`src/rtl/state_tower_n_if.sv`:
```
// Handshake bundle for state_tower_n: an input beat channel and a registered result channel.
// The master side drives beats and consumes results; the slave side is the tower itself.
interface state_tower_n_if #(
    parameter int WIDTH = 8,
    parameter int CNT_W = 8
);
    logic             in_valid;
    logic             in_ready;
    logic [1:0]       in_mode;
    logic [WIDTH-1:0] in_data;
    logic             out_valid;
    logic             out_ready;
    logic [WIDTH-1:0] out_data;
    logic [CNT_W-1:0] out_count;
    logic [WIDTH-1:0] top_layer;

    modport master (
        output in_valid, in_mode, in_data, out_ready,
        input  in_ready, out_valid, out_data, out_count, top_layer
    );

    modport slave (
        input  in_valid, in_mode, in_data, out_ready,
        output in_ready, out_valid, out_data, out_count, top_layer
    );
endinterface

```
`src/rtl/state_tower_n.sv`:
```
// Stack of LAYERS WIDTH-bit state registers updated per accepted beat (hold/load/xor/invert).
// Each accept produces a single-entry registered result: XOR of all updated layers plus a beat count.
module state_tower_n #(
    parameter int               LAYERS    = 4,
    parameter int               WIDTH     = 8,
    parameter logic [WIDTH-1:0] RESET_VAL = {WIDTH{1'b1}},
    parameter int               CNT_W     = 8
) (
    input logic             clk,
    input logic             rst,
    state_tower_n_if.slave  bus
);

    typedef enum logic [1:0] {
        MODE_HOLD = 2'b00,
        MODE_LOAD = 2'b01,
        MODE_XOR  = 2'b10,
        MODE_INV  = 2'b11
    } mode_e;

    typedef logic [LAYERS-1:0][WIDTH-1:0] stack_t;

    function automatic logic [WIDTH-1:0] xor_fold(input stack_t s);
        logic [WIDTH-1:0] acc;
        acc = {WIDTH{1'b0}};
        for (int k = 0; k < LAYERS; k++) begin
            acc = acc ^ s[k];
        end
        return acc;
    endfunction

    stack_t           layer_r;
    stack_t           next_layer_s;
    logic             out_valid_r;
    logic [WIDTH-1:0] out_data_r;
    logic [CNT_W-1:0] out_count_r;
    logic             in_ready_s;
    logic             accept_s;

    // A pending result blocks new beats unless the consumer takes it this same cycle.
    assign in_ready_s = !out_valid_r || bus.out_ready;
    assign accept_s   = bus.in_valid && in_ready_s;

    // Next-state of every layer, all computed from pre-update values.
    always_comb begin
        next_layer_s = layer_r;
        case (mode_e'(bus.in_mode))
            MODE_HOLD: begin
                next_layer_s = layer_r;
            end
            MODE_LOAD: begin
                next_layer_s[0] = bus.in_data;
                for (int k = 1; k < LAYERS; k++) begin
                    next_layer_s[k] = layer_r[k-1];
                end
            end
            MODE_XOR: begin
                next_layer_s[0] = layer_r[0] ^ bus.in_data;
                for (int k = 1; k < LAYERS; k++) begin
                    next_layer_s[k] = layer_r[k] ^ layer_r[k-1];
                end
            end
            MODE_INV: begin
                for (int k = 0; k < LAYERS; k++) begin
                    next_layer_s[k] = layer_r[k] ^ bus.in_data;
                end
            end
            default: begin
                next_layer_s = layer_r;
            end
        endcase
    end

    // Layer stack and result register; output data/count only move on an accept.
    always_ff @(posedge clk or posedge rst) begin
        if (rst) begin
            layer_r     <= {LAYERS{RESET_VAL}};
            out_valid_r <= 1'b0;
            out_data_r  <= {WIDTH{1'b0}};
            out_count_r <= {CNT_W{1'b0}};
        end else if (accept_s) begin
            layer_r     <= next_layer_s;
            out_valid_r <= 1'b1;
            out_data_r  <= xor_fold(next_layer_s);
            out_count_r <= out_count_r + CNT_W'(1'b1);
        end else if (bus.out_ready) begin
            out_valid_r <= 1'b0;
        end else begin
            out_valid_r <= out_valid_r;
        end
    end

    assign bus.in_ready  = in_ready_s;
    assign bus.out_valid = out_valid_r;
    assign bus.out_data  = out_data_r;
    assign bus.out_count = out_count_r;
    assign bus.top_layer = layer_r[LAYERS-1];

endmodule

```
`src/flat_wrapper.sv`:
```
// flat-port wrapper written by rule: the top's interface ports become plain ports
module state_tower_n_flat 
#(
    parameter int               LAYERS    = 4,
    parameter int               WIDTH     = 8,
    parameter logic [WIDTH-1:0] RESET_VAL = {WIDTH{1'b1}},
    parameter int               CNT_W     = 8
)
  (clk, rst, bus_in_valid, bus_in_mode, bus_in_data, bus_out_ready, bus_in_ready, bus_out_valid, bus_out_data, bus_out_count, bus_top_layer);
  state_tower_n_if #(.WIDTH(WIDTH), .CNT_W(CNT_W)) bus_i ();
  input logic clk;
  input logic rst;
  input wire logic [$bits(bus_i.in_valid)-1:0] bus_in_valid;
  input wire logic [$bits(bus_i.in_mode)-1:0] bus_in_mode;
  input wire logic [$bits(bus_i.in_data)-1:0] bus_in_data;
  input wire logic [$bits(bus_i.out_ready)-1:0] bus_out_ready;
  output wire logic [$bits(bus_i.in_ready)-1:0] bus_in_ready;
  output wire logic [$bits(bus_i.out_valid)-1:0] bus_out_valid;
  output wire logic [$bits(bus_i.out_data)-1:0] bus_out_data;
  output wire logic [$bits(bus_i.out_count)-1:0] bus_out_count;
  output wire logic [$bits(bus_i.top_layer)-1:0] bus_top_layer;
  assign bus_i.in_valid = bus_in_valid;
  assign bus_i.in_mode = bus_in_mode;
  assign bus_i.in_data = bus_in_data;
  assign bus_i.out_ready = bus_out_ready;
  assign bus_in_ready = bus_i.in_ready;
  assign bus_out_valid = bus_i.out_valid;
  assign bus_out_data = bus_i.out_data;
  assign bus_out_count = bus_i.out_count;
  assign bus_top_layer = bus_i.top_layer;
  state_tower_n #(.LAYERS(LAYERS), .WIDTH(WIDTH), .RESET_VAL(RESET_VAL), .CNT_W(CNT_W)) u_core (.clk(clk), .rst(rst), .bus(bus_i));
endmodule
```
`config.mk`:
```
export PLATFORM = sky130hd
export DESIGN_NAME = state_tower_n_flat
export DESIGN_NICKNAME = d
export VERILOG_FILES = /design/src/rtl/state_tower_n_if.sv /design/src/rtl/state_tower_n.sv /design/src/flat_wrapper.sv
export SDC_FILE = /design/constraint.sdc
export NUM_CORES = 1
export LEC_CHECK = 0
export ABC_CLOCK_PERIOD_IN_PS = 2100
export CORE_ASPECT_RATIO = 0.75
export CORE_MARGIN = 3
export CORE_UTILIZATION = 59
export DETAILED_ROUTE_END_ITERATION = 7
export PLACE_DENSITY = 0.82
export SLEW_MARGIN = 20
export SYNTH_ARGS = -nofsm -noshare
export SYNTH_HDL_FRONTEND = slang
export SYNTH_SLANG_ARGS = --single-unit
```
`constraint.sdc`:
```
create_clock -name clk -period 2.1 [get_ports clk]
set_input_delay 0.42 -clock clk [delete_from_list [all_inputs] [get_ports clk]]
set_output_delay 0.42 -clock clk [all_outputs]
set_load 0.01 [all_outputs]
```
# --- Word level (Yosys, flattened, before mapping) ---
# Cells that the tools add are included.
word_totals:
  word_cells: 29
  input_bits: 14
  regBits: 49
  output_inout_bits: 26
classes:
  bitwise: 10
  addsub: 1
  muxes: 3
  eq_ne: 3
  reduce_logical: 5
op_table:
  columns: ["cell", "count"]
  rows:
  - ["one-hot mux 32 bit (4 select lines)", 1]
  - ["bitwise XOR 8 bit", 10]
  - ["adder 8 x 1 -> 8 bit (second input constant)", 1]
  - ["== test 2 bit (second input constant)", 2]
  - ["== test 2 x 1 -> 1 bit (second input constant)", 1]
  - ["logical NOT 2 bit", 1]
  - ["2-to-1 mux 1 bit", 2]
  - ["nonzero test 2 bit", 1]
  - ["logical AND 1 bit", 1]
  - ["logical NOT 1 bit", 1]
  - ["logical OR 1 bit", 1]

# --- Depth between registers and ports, before layout ---
logic_depth:
  ltp_word: 5
  mapped_depth: 8

# --- Least setup slack after synthesis ---
# Ideal clock, no wire load.
synth_timing:
  kind: "flip-flop to flip-flop"
  from: "reg u_core.layer_r[6] (netlist name)"
  to: "reg u_core.out_data_r[6], in the netlist u_core.bus.out_data[6]"
  required_time_ns: 1.965
  stages_incl_launch_ff: 7
  setup_ns: 0.135
  setup_slack_ns: 0.514
  synth_period_minus_slack_ns: 1.586
  arrival_time_ns: 1.452
  cell_sequence: "dfstp_2 > buf_2 > xor2_1 > a21oi_1 > a311oi_1 > xor2_1 > o21ai_0"
synth_between:
  elab_chain_len: 5
  word_cells_on_any_way: 6
synth_lines:
  columns: ["element", "line", "text"]
  rows:
  - ["start: declaration", "state_tower_n.sv:32", "stack_t layer_r;"]
  - ["start signal: assignment", "state_tower_n.sv:77", "layer_r <= {LAYERS{RESET_VAL}};"]
  - ["start signal: assignment", "state_tower_n.sv:82", "layer_r <= next_layer_s;"]
  - ["bitwise XOR 8 bit (on tied branches)", "state_tower_n.sv:58, state_tower_n.sv:65, state_tower_n.sv:60", null]
  - ["one-hot mux 32 bit (4 select lines) *", "state_tower_n.sv:47", "case (mode_e'(bus.in_mode))"]
  - ["bitwise XOR 8 bit * (3 in a row)", "state_tower_n.sv:27", "acc = acc ^ s[k];"]
  - ["end signal: assignment", "state_tower_n.sv:79", "out_data_r <= {WIDTH{1'b0}};"]
  - ["end signal: assignment", "state_tower_n.sv:84", "out_data_r <= xor_fold(next_layer_s);"]
  - ["end: declaration", "state_tower_n.sv:35", "logic [WIDTH-1:0] out_data_r;"]
# Mark *: on every way between the ends. The rest lies on a longest branch, timed or not.
# A chain may end at the register's enable or synchronous reset.

# --- Worst setup path after layout ---
layout_timing:
  from: "in bus_out_ready"
  to: "out bus_in_ready"
layout_between:
  elab_chain_len: 1
layout_lines:
  columns: ["element", "line", "text"]
  rows:
  - ["start: declaration", "flat_wrapper.sv:16", "input wire logic [$bits(bus_i.out_ready)-1:0] bus_out_ready;"]
  - ["logical OR 1 bit", "state_tower_n.sv:41", "assign in_ready_s = !out_valid_r || bus.out_ready;"]
  - ["end: declaration", "flat_wrapper.sv:17", "output wire logic [$bits(bus_i.in_ready)-1:0] bus_in_ready;"]
# No other way between the ends.

==> impl_results.md <==
* Compound-gate portion of the synthesized area at 33.1%
* Syn Nets at 553
* Number of antenna cells inserted at 0
* Postcts setup bufs at 0
* Post-synthesis mux area share at 0.238%
* Final ANT Viol Nets at 0
* CP endpoint kind: output pin
* Synth Area in XOR/XNOR at 7.32%
* Hold WC Path Type: primary input to asynchronous set/reset pin
* Port Buffers at 39
* DRT Wirelength at 10900 µm
* Die height at 79.1 µm
* Worst skew pair latency at 0.31 ns
* Resized cells post-CTS at 0
* Hold buffers post-CTS at 0
* R2R Path Start: u_core.layer_r[6]
* Post-Synth Adder-Cell Area at 0.298%
* FMAX at 0.490 GHz
* Final min period at 2.04 ns
* Fraction of layout cells with a size suffix above 1 at 17.6%
* Drt wl/cell at 17.2 µm
* WS Path Type: primary input to output pin
* CTS H-tree depth at 2
* Seq cells post-synth at 49
* CP arrival at 1.62 ns
* Fin Hold WS at 0.428 ns
* R2r setup slk at 0.39 ns
* R2R depth at 5
* Boundary Pins at 40
* Most frequent cells in the layout: 60 x o21ai_0, 43 x a21oi_1, 39 x nor2_1, 38 x nand2_1, 37 x clkdlybuf4s50_1
* Clk Tree Root Cell: clkbuf_8
* Initial antenna violation count at 0
* Final setup viols at 0
* Simple-gate portion of the synthesized area at 18.0%
* Final period util at 97.2%
* Detailed-route DRC error count at 0
* Post-synth cell types at 54
* Die area at 0.00819 mm²
* Number of enable flip-flop cells after synthesis at 0
* First-pass GRT wire length at 18500 µm
* Mapped Area at 0.00421 mm²
* VDD IR max at 638 µV
* Maximum clock path buffer count at 2
* Placeable Area at 0.00660 mm²
* Fin Setup TNS at 0 ns
* Least-Margin Pin Slew at 0.597 ns
* Max-cap violations at 0
* Area delta synth->final at 11.1%
* CTS sink cnt at 49
* Register area share after synthesis at 30.1%
* Vias in the first global route at 3897
* FP Rows at 25
* Status: finished clean
* Final Slew Violations at 0
* Endpoints failing hold at 0
* Commonest non-fill, non-tap cell in the layout: o21ai_0
* Nets@finish at 554
* Initial DRC Count at 329
* Synth Instances at 538
* HPWL Detailed at 7350 µm
* RSZ-0062 raised after global routing: false
* Post-synth top flop: dfstp_2
* FF-to-FF End: u_core.bus.out_data[6]
* Worst Path Required at 1.68 ns
* CTS buffer count at 5
* Largest net degree at the start of global routing at 46
* Critical path fanouts, max at 5
* Combinational family with the most area after synthesis: compound AO/OA/AOI/OAI gates
* Worst Setup Start Kind: primary input
* Async SR Flop Fraction at 100%
* Mean Syn Cell Area at 7.82 µm²
* PwrDens at 1100 mW/mm²
* Routed vias/inst at 6.53
* CTS tree: done
* Final instance area at 0.00467 mm²
* Via count at 4141
* Clock transition at path regs at 0.10 ns
* Synthesis Warnings at 0
* Grt ovf at 0
* Static Leak at 1.77 nW
* Dpl cell area at 0.00458 mm²
* Pre-antenna DRT Iters at 5
* Skew final at 0.00586 ns
* Max-slew headroom at 60.1%
* GPL Wtd Cong at 0.886
* Initial Util at 63.7%
* GRT Total Usage at 27.9%
* Die width at 103 µm
critical path, cell delays in order:
cell             delay [ns]
clkdlybuf4s50_1        0.44
nand2b_1               0.19
clkdlybuf4s50_1        0.57
kinds of logic after synthesis:
logic type,count (synthesis)
AO/OA/AOI/OAI,213
XOR/XNOR,33
adder cells (fa/ha/maj),1
buffers and inverters,94
flip-flops,49
multiplexers,1
AND/OR/NAND/NOR,147
per-stage QoR:
step	cells	utilization (%)	worst slack, ns	total power [W]
3_5_place_dp	626	69.4	-0.00508	0.00453
3_3_place_gp	626	69.4	0.0523	0.00440
4_1_cts	634	70.8	0.0562	0.00512
2_1_floorplan	538	-	0.514	0.00379
5_1_grt	634	70.8	0.0188	0.00552
6_report	634	70.8	0.0595	0.00513
worst max path at each step:
stage / endpoint / slack, ns / cells past startpoint / from
CTS: bus_in_ready / 0.06 / 3 / bus_out_ready
detailed placement: u_core.bus.out_count[7] / -0.005 / 7 / bus_out_ready
floorplan: u_core.bus.out_data[6] / 0.51 / 6 / u_core.layer_r[6]
global route: bus_in_ready / 0.02 / 3 / bus_out_ready
finish: bus_in_ready / 0.06 / 3 / bus_out_ready
global placement: u_core.bus.out_data[2] / 0.05 / 7 / bus_in_mode[1]
report_power, final:
part	total, W	internal [W]	leakage (nW)	switching (W)
clock network	0.000587	0.000235	0.0364	0.000353
logic	0.00236	0.00127	1.19	0.00109
registers	0.00218	0.00149	0.547	0.000689
total	0.00513	0.00299	1.77	0.00214
synthesized netlist by cell type, drive strengths merged, types with 17 or more instances:
| library cell | number | area [µm²] |
|---|---|---|
| inv | 17 | 63.8 |
| clkbuf | 30 | 114 |
| nor2 | 40 | 158 |
| o22ai | 29 | 181 |
| buf | 46 | 280 |
| o21ai | 68 | 340 |
| dfstp | 32 | 841 |
| nand3 | 17 | 85.1 |
| a21oi | 43 | 215 |
| dfrtp | 17 | 425 |
| xor2 | 20 | 194 |
| nand2 | 38 | 143 |
flip-flops by register name, indices dropped and copies added (netlist names):
name	count
u_core.bus.out_count	8
u_core.bus.out_data	8
u_core.bus.out_valid	1
u_core.bus.top_layer	8
u_core.layer_r	24
area by class of cell:
class | count | area (µm²)
Clock buffer | 5 | 68.8
Clock inverter | 3 | 22.5
Fill cell | 519 | 1930
Inverter | 18 | 67.6
Multi-Input combinational cell | 395 | 2480
Sequential cell | 49 | 1270
Tap cell | 94 | 118
Timing Repair Buffer | 70 | 651
metal layers:
| layer | routed length, µm | track usage, % | vias up |
|---|---|---|---|
| li1 | - | - | 1949 |
| met2 | 5230 | 44.5 | 200 |
| met3 | 835 | 4.30 | 16 |
| met5 | 0 | 0 | - |
| met1 | 4740 | 38.9 | 1976 |
| met4 | 120 | 8.02 | 0 |
Power figures use the tool's default switching activity.
